==> src/rtl/float_to_int.sv <==
// Converts one IEEE-754 single-precision operand to a signed 32-bit integer, truncating toward zero.
// Latency: output_z_stb rises 4 clk edges after the input handshake edge. One operation is in flight at a time.
// Backpressure: PUT_Z holds output_z until output_z_ack is seen. input_a_ack is only high in GET_A.
//
// Ports:
//   clk, rst               - system clock; asynchronous active-low reset
//   input_a / _stb / _ack  - float operand handshake (transfer when stb && ack at a rising edge)
//   output_z / _stb / _ack - integer result handshake (transfer when stb && ack at a rising edge)
//   Out-of-range values, Inf and NaN return the saturation marker 32'h80000000.
module float_to_int (
  input  logic        clk,
  input  logic        rst,
  input  logic [31:0] input_a,
  input  logic        input_a_stb,
  output logic        input_a_ack,
  output logic [31:0] output_z,
  output logic        output_z_stb,
  input  logic        output_z_ack
);

  typedef enum logic [2:0] {
    GET_A,
    UNPACK,
    SPECIAL,
    CONVERT,
    PUT_Z
  } state_t;

  state_t state, state_nxt;

  logic [31:0]        a_reg;
  logic               sign_r;
  logic [7:0]         exp_r;
  logic signed [9:0]  exp_unb;   // unbiased exponent
  logic [23:0]        mant_r;    // significand with the hidden 1 restored
  logic               spec_zero;
  logic               spec_sat;
  logic [31:0]        z_res;

  logic [31:0] m_ext;
  logic [9:0]  shl_amt;
  logic [9:0]  shr_amt;
  logic [31:0] mag;

  // State register
  always_ff @(posedge clk or negedge rst) begin
    if (!rst) begin
      state <= GET_A;
    end else begin
      state <= state_nxt;
    end
  end

  // Next-state logic
  always_comb begin
    state_nxt = state;
    case (state)
      GET_A:   if (input_a_ack && input_a_stb) state_nxt = UNPACK;
      UNPACK:  state_nxt = SPECIAL;
      SPECIAL: state_nxt = CONVERT;
      CONVERT: state_nxt = PUT_Z;
      PUT_Z:   if (output_z_stb && output_z_ack) state_nxt = GET_A;
      default: state_nxt = GET_A;
    endcase
  end

  // Magnitude alignment.
  // In the normal range (0 <= e <= 30) the left shift is at most 7 bits,
  // so the 24-bit significand always fits in 31 bits.
  // Outside that range the result is replaced by the special-case value.
  assign m_ext = {8'b0, mant_r};

  always_comb begin
    shl_amt = exp_unb - 10'sd23;
    shr_amt = 10'sd23 - exp_unb;
    if (exp_unb >= 10'sd23) begin
      mag = m_ext << shl_amt;
    end else begin
      mag = m_ext >> shr_amt;
    end
  end

  // Datapath and handshake registers
  always_ff @(posedge clk or negedge rst) begin
    if (!rst) begin
      input_a_ack  <= 1'b0;
      output_z_stb <= 1'b0;
      output_z     <= 32'h0;
      a_reg        <= 32'h0;
      sign_r       <= 1'b0;
      exp_r        <= 8'h0;
      exp_unb      <= 10'sd0;
      mant_r       <= 24'h0;
      spec_zero    <= 1'b0;
      spec_sat     <= 1'b0;
      z_res        <= 32'h0;
    end else begin
      case (state)
        GET_A: begin
          // ack comes up one edge after reset, then stays up until a transfer.
          if (input_a_ack && input_a_stb) begin
            a_reg       <= input_a;
            input_a_ack <= 1'b0;
          end else begin
            input_a_ack <= 1'b1;
          end
        end
        UNPACK: begin
          sign_r  <= a_reg[31];
          exp_r   <= a_reg[30:23];
          exp_unb <= $signed({2'b00, a_reg[30:23]}) - 10'sd127;
          mant_r  <= {1'b1, a_reg[22:0]};
        end
        SPECIAL: begin
          spec_zero <= (exp_r == 8'd0) || (exp_unb < 10'sd0);
          spec_sat  <= (exp_r != 8'd0) && ((exp_r == 8'hFF) || (exp_unb > 10'sd30));
        end
        CONVERT: begin
          if (spec_zero) begin
            z_res <= 32'h0;
          end else if (spec_sat) begin
            z_res <= 32'h8000_0000;
          end else if (sign_r) begin
            z_res <= -mag;
          end else begin
            z_res <= mag;
          end
        end
        PUT_Z: begin
          // The result is loaded once, when stb rises.
          // It then holds until the downstream handshake completes.
          if (!output_z_stb) begin
            output_z_stb <= 1'b1;
            output_z     <= z_res;
          end else if (output_z_ack) begin
            output_z_stb <= 1'b0;
            input_a_ack  <= 1'b1;
          end
        end
        default: begin
          input_a_ack <= 1'b0;
        end
      endcase
    end
  end

endmodule

==> config.mk <==
export PLATFORM = sky130hd
export DESIGN_NAME = float_to_int
export DESIGN_NICKNAME = d
export VERILOG_FILES = /design/src/rtl/float_to_int.sv
export SDC_FILE = /design/constraint.sdc
export NUM_CORES = 1
export LEC_CHECK = 0
export BUFFER_PORTS_ARGS = -buffer_cell sky130_fd_sc_hd__buf_2
export CAP_MARGIN = 20
export CELL_PAD_IN_SITES_DETAIL_PLACEMENT = 1
export CELL_PAD_IN_SITES_GLOBAL_PLACEMENT = 1
export CORE_MARGIN = 3
export CORE_UTILIZATION = 35
export CTS_CLUSTER_SIZE = 20
export DETAILED_ROUTE_END_ITERATION = 6
export PLACE_DENSITY_LB_ADDON = 0.1
export SYNTH_ARGS = -nofsm -noshare
export SYNTH_HDL_FRONTEND = slang
export SYNTH_SLANG_ARGS = --single-unit
==> constraint.sdc <==
create_clock -name clk -period 13.2 [get_ports clk]
set_input_delay 1.32 -clock clk [delete_from_list [all_inputs] [get_ports clk]]
set_output_delay 1.32 -clock clk [all_outputs]
set_load 0.1 [all_outputs]
==> run summary, run 1 <==
Synthesized instance count = 1029
Routed Wire Length = 31000 um
Grt total ovfl = 0
Tcrit/Tclk final = 0.417
Die Height = 174 um
Hold buffers post-CTS = 0
Post-synth top area share = 0.367
Routed len/inst = 21.6 um
Clock buffer count from CTS = 17
P&R area growth vs syn = 12.2%
Distinct cells, synth = 79
Post-CTS sizing = 0
Setup violations, final = 0
Dominant cells by area after synthesis = dfrtp_1, mux2_2, mux4_2
Critical Path Slowest Stage Cell = a22oi_1
Worst EP arrival = 5.78 ns
Least-Margin Pin Slew = 1.02 ns
Max H-tree Level = 4
Nets = 1094
Critical Path, Cell by Cell = buf_4 > ha_2 > nor2_1 > a21o_1 > a22oi_1 > nor4_1 > a32o_1 > inv_1 > ha_1 > inv_1 > a2111o_1 > or4b_4 > or4b_1 > o41ai_2 > xnor2_1 > o21ai_1
Row count = 60
Post-synth top area cell = dfrtp_1
Tot GR Track Use = 0.206
Fillers = 3151
Drc violations = 0
Synth cell count leaders = nand2_1, dfrtp_1, mux2_2, o21ai_0, mux2i_1
Hold Crit Class = reg -> reg
Register area share after synthesis = 0.367
RSZ-0062 raised after global routing = false
Multi-input gate area = 0.00587 mm2
CTS tree = done
Synth warnings = 0
Storage cell area = 0.00363 mm2
First-pass GRT wire length = 49600 um
Later-pin clock latency in the skew report = 0.43 ns
1st-iter DRT viols = 731
CP required = 13.47 ns
Rel. slew slack = 0.319
Post-route ant nets = 0
Final hold vios = 0
Port-buffer cells = 69
Max Freq = 0.182 GHz
Most common cell in the netlist = nand2_1
CTS root buffer = clkbuf_16
Dominant synthesized flop cell = dfrtp_1
CP max stage delay = 0.70 ns
CTS clk-pin slew, worst paths = 0.07 ns
Max-slew violations = 0
CP most frequent cell = inv_1
Initial antenna violation count = 0
Clk_skew = 0.0141 ns
Fin worst setup slack = 7.69 ns
Max-cap violations = 0
Startpoint types = register
Sink Count = 145
Initial Utilization = 0.362
Vias = 8056
Syn_area_per_cell = 9.61 um2
Critical path class = reg -> reg
Crit path max-delay family = compound AO/OA/AOI/OAI gates
# IOs = 70
Setup bufs post-CTS = 0
Number of global-route vias before repair = 8059
Die width = 174 um
Router iterations before antenna repair = 5
Setup_tns = 0 ns
Clock Path Buffers = 2
Crit path max fanout = 36
Pre-CTS WS = 7.69 ns
Post-route cell area = 0.0111 mm2
GPL Wtd Cong = 0.909
CORE AREA = 0.0273 mm2
Share of cells above drive strength 1 = 0.250
Async SR Flop Fraction = 1.00
Cell Area, Synth = 0.00989 mm2
Synthesized flop and latch total = 145
Antenna diodes = 0
Post-synth EDFFs = 0
Via/cell ratio = 5.60
Die Area = 0.0303 mm2
DP Area = 0.0105 mm2
Largest net degree at the start of global routing = 85
Detailed Place HPWL = 22800 um
Crit end category = register
Status = completed
Shortest period the worst path allows = 5.51 ns
Syn nets = 1070
Worst Path Buf+Inv = 3
-- final cells by class --
class / instances / share of cell area
Timing Repair Buffer: 85 / 0.0440
Inverter: 19 / 0.00643
Multi-Input combinational cell: 785 / 0.529
Clock inverter: 14 / 0.0125
Tap cell: 372 / 0.0419
Sequential cell: 145 / 0.327
Clock buffer: 18 / 0.0396
-- worst min-delay path: stages, from the launching register on --
cell and delay (ns):
dfrtp_1 0.34, nand2_1 0.05, nand2_1 0.05
-- path summary, 6_finish.rpt --
check                                        from                       end  slack (ns)  depth (start not counted)
max                        exp_unb[1]$_DFFE_PN0P_     z_res[26]$_DFFE_PN0P_        7.69                         16
min                          a_reg[8]$_DFFE_PN0P_     mant_r[8]$_DFFE_PN0P_        0.46                          2
max reg2reg                exp_unb[1]$_DFFE_PN0P_     z_res[26]$_DFFE_PN0P_        7.69                         16
min reg2reg                  a_reg[8]$_DFFE_PN0P_     mant_r[8]$_DFFE_PN0P_        0.46                          2
max in group asynchronous                     rst    exp_unb[0]$_DFFE_PN0P_       10.93                          2
min in group asynchronous                     rst  output_z[21]$_DFFE_PN0P_        0.91                          1
-- per-stage QoR --
step	util	hold WS [ns]	std cells
5_1_grt	0.406	0.489	1438
6_report	0.406	0.465	1438
3_5_place_dp	0.384	0.452	1404
4_1_cts	0.405	0.468	1436
2_1_floorplan	-	0.435	1029
3_3_place_gp	0.384	0.447	1404
-- cells in the final DEF (no fill, tap or decap), types with 18 or more instances in the layout --
| master | Yosys | routed |
|---|---|---|
| mux4_2 | 39 | 39 |
| nor2_1 | 42 | 40 |
| xor2_1 | 19 | 18 |
| mux2_2 | 83 | 83 |
| o21ai_0 | 56 | 56 |
| nand2_1 | 207 | 207 |
| a21oi_1 | 27 | 27 |
| buf_2 | 15 | 68 |
| dfrtp_1 | 145 | 144 |
| mux2i_1 | 51 | 51 |
| xnor2_1 | 24 | 21 |
-- cells by family after synthesis --
kind of cell | synth area share
compound gates | 0.151
fa+ha+maj | 0.00633
simple gates | 0.158
xor+xnor | 0.0381
buf+inv | 0.0445
flops | 0.367
mux | 0.235
-- layer usage --
layer	share of wire	up-vias	track usage
met2	0.46	181	0.319
li1	-	3807	-
met3	0.039	29	0.0273
met4	0.018	0	0.0556
met1	0.49	4039	0.304
met5	0	-	0
Power of run 1 is not shown: default switching activity piles up to over one toggle a cycle in this logic, so the estimate is an artifact.
==> run 2: changes to the inputs <==
--- a/config.mk
+++ b/config.mk
@@ -5,6 +5,7 @@
 export SDC_FILE = /design/constraint.sdc
 export NUM_CORES = 1
 export LEC_CHECK = 0
+export ABC_AREA = 1
 export BUFFER_PORTS_ARGS = -buffer_cell sky130_fd_sc_hd__buf_2
 export CAP_MARGIN = 20
 export CELL_PAD_IN_SITES_DETAIL_PLACEMENT = 1
==> constraint.sdc (replaced) <==
create_clock -name clk -period 5.2 [get_ports clk]
set_input_delay 0.52 -clock clk [delete_from_list [all_inputs] [get_ports clk]]
set_output_delay 0.52 -clock clk [all_outputs]
set_load 0.1 [all_outputs]
==> run 2 against run 1 <==
  * First-iteration DRC count grew 2.5%
  * Count of clock-buffer cells in the layout shrank 1
  * Sequential share of layout area shrank 1.4 points
  * Fmax grew 41%
  * Synthesized area grew 3.7%
  * Core utilization shrank 0.33 points
  * Via count grew 33%
  * Register-to-register slack lost 6.4 ns
==> run summary, run 2 <==
Max-slew violations = 0 (unchanged)
Routed len/inst = 17.9 um (was 21.6 um)
R2R setup slack = 1.29 ns (was 7.69 ns)
Grt total ovfl = 0 (unchanged)
1st-iter DRT viols = 749 (was 731)
Register area share after synthesis = 0.354 (was 0.367)
Clk_skew = 0.0217 ns (was 0.0141 ns)
Initial antenna violation count = 0 (unchanged)
Later-pin clock latency in the skew report = 0.45 ns (was 0.43 ns)
Most common cell in the netlist = nand2_1 (unchanged)
Commonest non-fill, non-tap cell in the layout = nand2_1 (unchanged)
Worst EP arrival = 4.23 ns (was 5.78 ns)
# IOs = 70 (unchanged)
Post-synth top area cell = dfrtp_1 (unchanged)
Pre-CTS WS = 1.34 ns (was 7.69 ns)
Drc violations = 0 (unchanged)
Setup_tns = 0 ns (unchanged)
Synth cell count leaders = nand2_1, nand3_1, dfrtp_1, inv_1, o21ai_0 (was nand2_1, dfrtp_1, mux2_2, o21ai_0, mux2i_1)
Syn nets = 1630 (was 1070)
Rel. slew slack = 0.486 (was 0.319)
CTS clk-pin slew, worst paths = 0.07 ns (about the same)
Sink Count = 145 (unchanged)
Max Freq = 0.256 GHz (was 0.182 GHz)
Worst r2r src = exp_unb[2]$_DFFE_PN0P_ (was exp_unb[1]$_DFFE_PN0P_)
Dominant cells by area after synthesis = dfrtp_1, nand2_1, nand3_1 (was dfrtp_1, mux2_2, mux4_2)
Vias = 10700 (was 8056)
P&R area growth vs syn = 13.1% (was 12.2%)
Fin Hold WS = 0.00741 ns (was 0.465 ns)
Startpoint types = register (unchanged)
Initial Utilization = 0.356 (was 0.362)
Antenna diodes = 0 (unchanged)
Share of cells above drive strength 1 = 0.128 (was 0.250)
Port-buffer cells = 69 (unchanged)
Tot GR Track Use = 0.238 (was 0.206)
Crit end category = register (unchanged)
Shortest period the worst path allows = 3.91 ns (was 5.51 ns)
Critical path launch point = exp_unb[2]$_DFFE_PN0P_ (was exp_unb[1]$_DFFE_PN0P_)
Row count = 62 (was 60)
Most frequent cells in the layout = nand2_1, nand3_1, dfrtp_1, inv_1, o21ai_0 (was nand2_1, dfrtp_1, mux2_2, buf_2, o21ai_0)
Max-cap violations = 0 (unchanged)
Fin worst setup slack = 1.29 ns (was 7.69 ns)
Tcrit/Tclk final = 0.752 (was 0.417)
CTS root buffer = clkbuf_16 (unchanged)
Hold Crit Class = in -> async (was reg -> reg)
Post-synth top area share = 0.354 (was 0.367)
Clock Path Buffers = 2 (unchanged)
First-pass GRT wire length = 59100 um (was 49600 um)
Synthesized flop and latch total = 145 (unchanged)
Router iterations before antenna repair = 5 (unchanged)
Reg-to-reg critical path endpoint = z_res[31]$_DFFE_PN0P_ (was z_res[26]$_DFFE_PN0P_)
Crit path max-delay family = simple AND/OR/NAND/NOR gates (was compound AO/OA/AOI/OAI gates)
Multi-input gate area = 0.00570 mm2 (was 0.00587 mm2)
Post-route ant nets = 0 (unchanged)
Post-CTS sizing = 0 (unchanged)
Number of global-route vias before repair = 11000 (was 8059)
Critical Path End = z_res[31]$_DFFE_PN0P_ (was z_res[26]$_DFFE_PN0P_)
Setup bufs post-CTS = 0 (unchanged)
Synthesized instance count = 1589 (was 1029)
Final core occ = 0.403 (was 0.406)
Clock buffer count from CTS = 17 (unchanged)
Crit path max fanout = 11 (was 36)
Post-synth EDFFs = 0 (unchanged)
Fillers = 3791 (was 3151)
Critical Path Slowest Stage Cell = dfrtp_1 (was a22oi_1)
Hold buffers post-CTS = 0 (unchanged)
CTS tree = done (unchanged)
Crit path depth = 23 (was 16)
Via/cell ratio = 5.31 (was 5.60)
Synth warnings = 0 (unchanged)
Worst r2r path cells = 23 (was 16)
Distinct cells, synth = 45 (was 79)
Final hold vios = 0 (unchanged)
Die Height = 177 um (was 174 um)
Detailed Place HPWL = 27400 um (was 22800 um)
RSZ-0062 raised after global routing = false (unchanged)
Routed Wire Length = 36200 um (was 31000 um)
Max H-tree Level = 4 (unchanged)
Status = completed (unchanged)
Die width = 177 um (was 174 um)
Die Area = 0.0314 mm2 (was 0.0303 mm2)
Cell Area, Synth = 0.0102 mm2 (was 0.00989 mm2)
Least-Margin Pin Slew = 0.768 ns (was 1.02 ns)
CP max stage delay = 0.62 ns (was 0.70 ns)
CORE AREA = 0.0288 mm2 (was 0.0273 mm2)
Async SR Flop Fraction = 1.00 (unchanged)
Syn_area_per_cell = 6.45 um2 (was 9.61 um2)
Critical Path, Cell by Cell = nand2_1 > nand2_1 > nand2_1 > nand2_1 > nand2_1 > nor2_1 > nand2_1 > nor3_1 > nand2_1 > nand2_1 > nand2_1 > a21oi_1 > nand2_1 > a21oi_2 > nor2_2 > nand2_1 > nor2_2 > nand2_1 > nand2_1 > nand3_1 > nand3_1 > nand2_1 > nand2_1 (was buf_4 > ha_2 > nor2_1 > a21o_1 > a22oi_1 > nor4_1 > a32o_1 > inv_1 > ha_1 > inv_1 > a2111o_1 > or4b_4 > or4b_1 > o41ai_2 > xnor2_1 > o21ai_1)
Critical path class = reg -> reg (unchanged)
Storage cell area = 0.00363 mm2 (about the same)
CP most frequent cell = nand2_1 (was inv_1)
CP required = 5.52 ns (was 13.47 ns)
GPL Wtd Cong = 0.903 (was 0.909)
Setup violations, final = 0 (unchanged)
Largest net degree at the start of global routing = 60 (was 85)
Dominant synthesized flop cell = dfrtp_1 (unchanged)
Worst Path Buf+Inv = 0 (was 3)
Nets = 1667 (was 1094)
==> run 2: changes by cell type in the layout (fill, tap and decap cells not counted), sizes merged, moves of 16 or more <==
cell,delta
nand2,+353
nand3,+282
inv,+118
mux2,-74
o21ai,+59
nor2,+54
mux2i,-51
mux4,-39
xnor2,-24
nand4,+22
a21oi,+17
buf,+17
xor2,-16
==> run 2: worst min-delay path by stage <==
stage | startpoint | depth (start not counted) | end
finish | rst | 1 | a_reg[12]$_DFFE_PN0P_
CTS | rst | 1 | a_reg[14]$_DFFE_PN0P_
global route | rst | 1 | a_reg[12]$_DFFE_PN0P_
global placement | a_reg[22]$_DFFE_PN0P_ | 2 | a_reg[22]$_DFFE_PN0P_
detailed placement | a_reg[0]$_DFFE_PN0P_ | 2 | a_reg[0]$_DFFE_PN0P_
floorplan | rst | 0 | a_reg[0]$_DFFE_PN0P_
==> run 2: worst register-to-register path, stage by stage (launching register included) <==
cell and delay [ns]:
dfrtp_1 0.62, nand2_1 0.11, nand2_1 0.12, nand2_1 0.14, nand2_1 0.11, nand2_1 0.08, nor2_1 0.48, nand2_1 0.19
nor3_1 0.46, nand2_1 0.14, nand2_1 0.09, nand2_1 0.07, a21oi_1 0.13, nand2_1 0.10, a21oi_2 0.23, nor2_2 0.09
nand2_1 0.10, nor2_2 0.05, nand2_1 0.05, nand2_1 0.05, nand3_1 0.18, nand3_1 0.10, nand2_1 0.08, nand2_1 0.06
==> run 2: per-layer routing <==
metal	track usage	part of all wire	up-vias
li1	-	-	5290
met1	0.323	0.47	5190
met2	0.394	0.47	210
met3	0.0358	0.039	44
met4	0.0671	0.021	0
met5	0	0	-
==> run 2: cells by family after synthesis <==
family,share of synthesized area
AND/OR/NAND/NOR,0.424
buffers and inverters,0.0920
AO/OA/AOI/OAI,0.111
flip-flops,0.354
multiplexers,0.00989
adder cells (fa/ha/maj),0.00610
XOR/XNOR,0.00256
==> run 2: per-stage QoR <==
step                      cells  cell area, um2
after floorplan            1589           10200
after global placement     1991           10900
after detailed placement   1991           10900
after CTS                  2023           11600
after global routing       2023           11600
final                      2023           11600
==> run 2: layout make-up <==
class                      instances  share of cell area
clock inverter                    15              0.0194
clock buffer                      17              0.0367
timing repair buffer             102              0.0517
sequential                       145               0.313
tap                              384              0.0414
multi-input combinational       1218               0.492
inverter                         142              0.0460
Power of run 2 is left out for the same reason.
==> run 3: changes to the inputs <==
==> constraint.sdc (replaced) <==
create_clock -name clk -period 3.4 [get_ports clk]
set_input_delay 0.34 -clock clk [delete_from_list [all_inputs] [get_ports clk]]
set_output_delay 0.34 -clock clk [all_outputs]
set_load 0.1 [all_outputs]
==> run 3 against run 2 <==
  * The flow now finishes with violations (negative hold slack)
  * Count of clock-buffer cells in the layout increased by 1
  * Largest cell class unchanged
  * Final cell count increased by 3.6%
  * Final area increased by 17%
  * Clock skew decreased by 0.011 ns
  * First-iteration DRC count decreased by 8.8%
  * Sequential share of layout area decreased by 4.5 points
  * Critical path depth increased by 4
  * Non-clock buffer count increased by 73
  * Wire length increased by 7.3%
  * Register-to-register slack got worse by 1.2 ns
  * Via count increased by 4.8%
  * Core utilization increased by 6.7 points
==> run summary, run 3 (synthesis results as in run 2) <==
Detailed Place HPWL = 27500 um (was 27400 um)
Final core occ = 0.470 (was 0.403)
Later-pin clock latency in the skew report = 0.44 ns (was 0.45 ns)
Via/cell ratio = 5.37 (was 5.31)
CP required = 3.74 ns (was 5.52 ns)
Max H-tree Level = 4 (unchanged)
Clk_skew = 0.0106 ns (was 0.0217 ns)
Initial Utilization = 0.356 (unchanged)
DP Area = 0.0113 mm2 (was 0.0109 mm2)
Vias = 11200 (was 10700)
Critical Path Slowest Stage Cell = dfrtp_1 (unchanged)
Die width = 177 um (unchanged)
First-pass GRT wire length = 59100 um (unchanged)
Commonest non-fill, non-tap cell in the layout = nand2_1 (unchanged)
RSZ-0062 raised after global routing = true (was false)
CTS root buffer = clkbuf_16 (unchanged)
Fin worst setup slack = 0.0574 ns (was 1.29 ns)
Max-slew violations = 0 (unchanged)
Port-buffer cells = 69 (unchanged)
Tcrit/Tclk final = 0.983 (was 0.752)
Max-cap violations = 0 (unchanged)
Nets = 1740 (was 1667)
Clock buffer count from CTS = 17 (unchanged)
Sink Count = 145 (unchanged)
Share of cells above drive strength 1 = 0.315 (was 0.128)
Shortest period the worst path allows = 3.34 ns (was 3.91 ns)
GPL Wtd Cong = 0.912 (was 0.903)
Crit path depth = 27 (was 23)
Most frequent cells in the layout = nand2_1, nand3_1, dfrtp_1, inv_1, nand3_2 (was nand2_1, nand3_1, dfrtp_1, inv_1, o21ai_0)
# IOs = 70 (unchanged)
Tot GR Track Use = 0.238 (about the same)
Die Height = 177 um (unchanged)
Number of global-route vias before repair = 11000 (about the same)
Fillers = 3677 (was 3791)
Max Freq = 0.299 GHz (was 0.256 GHz)
CP most frequent cell = nand2_2 (was nand2_1)
Post-route cell area = 0.0135 mm2 (was 0.0116 mm2)
Crit path max fanout = 8 (was 11)
Routed len/inst = 18.5 um (was 17.9 um)
Rel. slew slack = 0.402 (was 0.486)
Largest net degree at the start of global routing = 90 (was 60)
Status = complete, but fails checks (was completed)
Fin Hold WS = -0.0280 ns (was 0.00741 ns)
Worst Path Buf+Inv = 5 (was 0)
Pre-CTS WS = -0.0839 ns (was 1.34 ns)
Least-Margin Pin Slew = 0.897 ns (was 0.768 ns)
Initial antenna violation count = 0 (unchanged)
Routed Wire Length = 38800 um (was 36200 um)
Post-route ant nets = 0 (unchanged)
CTS clk-pin slew, worst paths = 0.07 ns (about the same)
Worst r2r path cells = 27 (was 23)
Worst EP arrival = 3.68 ns (was 4.23 ns)
Hold Crit Class = in -> async (unchanged)
1st-iter DRT viols = 683 (was 749)
Failing checks = negative hold slack
Drc violations = 0 (unchanged)
Critical path class = reg -> reg (unchanged)
Hold buffers post-CTS = 0 (unchanged)
Grt total ovfl = 0 (unchanged)
Crit path max-delay family = simple AND/OR/NAND/NOR gates (unchanged)
CORE AREA = 0.0288 mm2 (unchanged)
Clock Path Buffers = 2 (unchanged)
Router iterations before antenna repair = 5 (unchanged)
Setup violations, final = 0 (unchanged)
Antenna diodes = 0 (unchanged)
P&R area growth vs syn = 32.1% (was 13.1%)
Row count = 62 (unchanged)
CP max stage delay = 0.41 ns (was 0.62 ns)
Final hold vios = 24 (was 0)
Startpoint types = register (unchanged)
Die Area = 0.0314 mm2 (unchanged)
Crit end category = register (unchanged)
CTS tree = done (unchanged)
-- run 3: changes by cell type in the layout (fill, tap and decap cells not counted), moves of 12 or more --
cell / before / now
nand2_2: 17 / 99
nand3_1: 292 / 185
buf_4: 33 / 86
a21oi_1: 42 / 30
nand2_1: 543 / 439
nor2_1: 83 / 68
nand3_2: 7 / 105
nand2_4: 0 / 22
-- run 3: worst reg2reg max path: cells and delay by family (launching register included) --
| family | cells | cell delay, ns |
|---|---|---|
| and+or+nand+nor | 19 | 1.85 |
| buffers and inverters | 5 | 0.59 |
| DFF | 1 | 0.41 |
| adders and majority gates | 1 | 0.22 |
| AOI/OAI and AO/OA | 2 | 0.18 |
-- run 3: final cells by class --
class,instances,area (um2),area share
flip-flops and latches,145,3630,0.268
multi-input cells,1218,6910,0.511
inverters,142,542,0.0400
well taps,384,480,0.0355
clock buffers,18,429,0.0317
repair buffers,175,1390,0.103
clock inverters,14,151,0.0112
-- run 3: worst paths after layout --
kind	start	endpoint	slack, ns
setup / recovery	exp_unb[0]$_DFFE_PN0P_	z_res[31]$_DFFE_PN0P_	0.06
hold / removal	rst	a_reg[14]$_DFFE_PN0P_	-0.03
setup reg to reg	exp_unb[0]$_DFFE_PN0P_	z_res[31]$_DFFE_PN0P_	0.06
hold reg to reg	a_reg[22]$_DFFE_PN0P_	a_reg[22]$_DFFE_PN0P_	0.47
max in group asynchronous	rst	output_z[4]$_DFFE_PN0P_	2.60
min in group clk	input_a[31]	a_reg[31]$_DFFE_PN0P_	0.09
-- run 3: per-layer routing --
layer	part of all wire	vias up	global-route usage	routed length [um]
met1	0.45	5521	0.330	17600
li1	-	5432	-	-
met3	0.041	51	0.0337	1580
met2	0.49	242	0.390	18800
met5	0	-	0	0
met4	0.021	0	0.0664	820
-- run 3: what timing repair did --
item                       4_1_cts  5_1_grt
resized for setup               12      312
setup endpoints to repair       15       27
buffers inserted                 1       29
pin swaps                        2       83
gates cloned                     1        5
-- run 3: metrics by stage --
stage | std cells | hold slack [ns] | setup TNS (ns)
3_3_place_gp | 2028 | 0.458 | -0.0596
6_report | 2096 | -0.0280 | 0
4_1_cts | 2062 | 0.00424 | 0
5_1_grt | 2096 | 0.0335 | -1.03
2_1_floorplan | 1589 | 0.0444 | 0
3_5_place_dp | 2028 | 0.462 | -0.507
Power of run 3 is left out for the same reason.
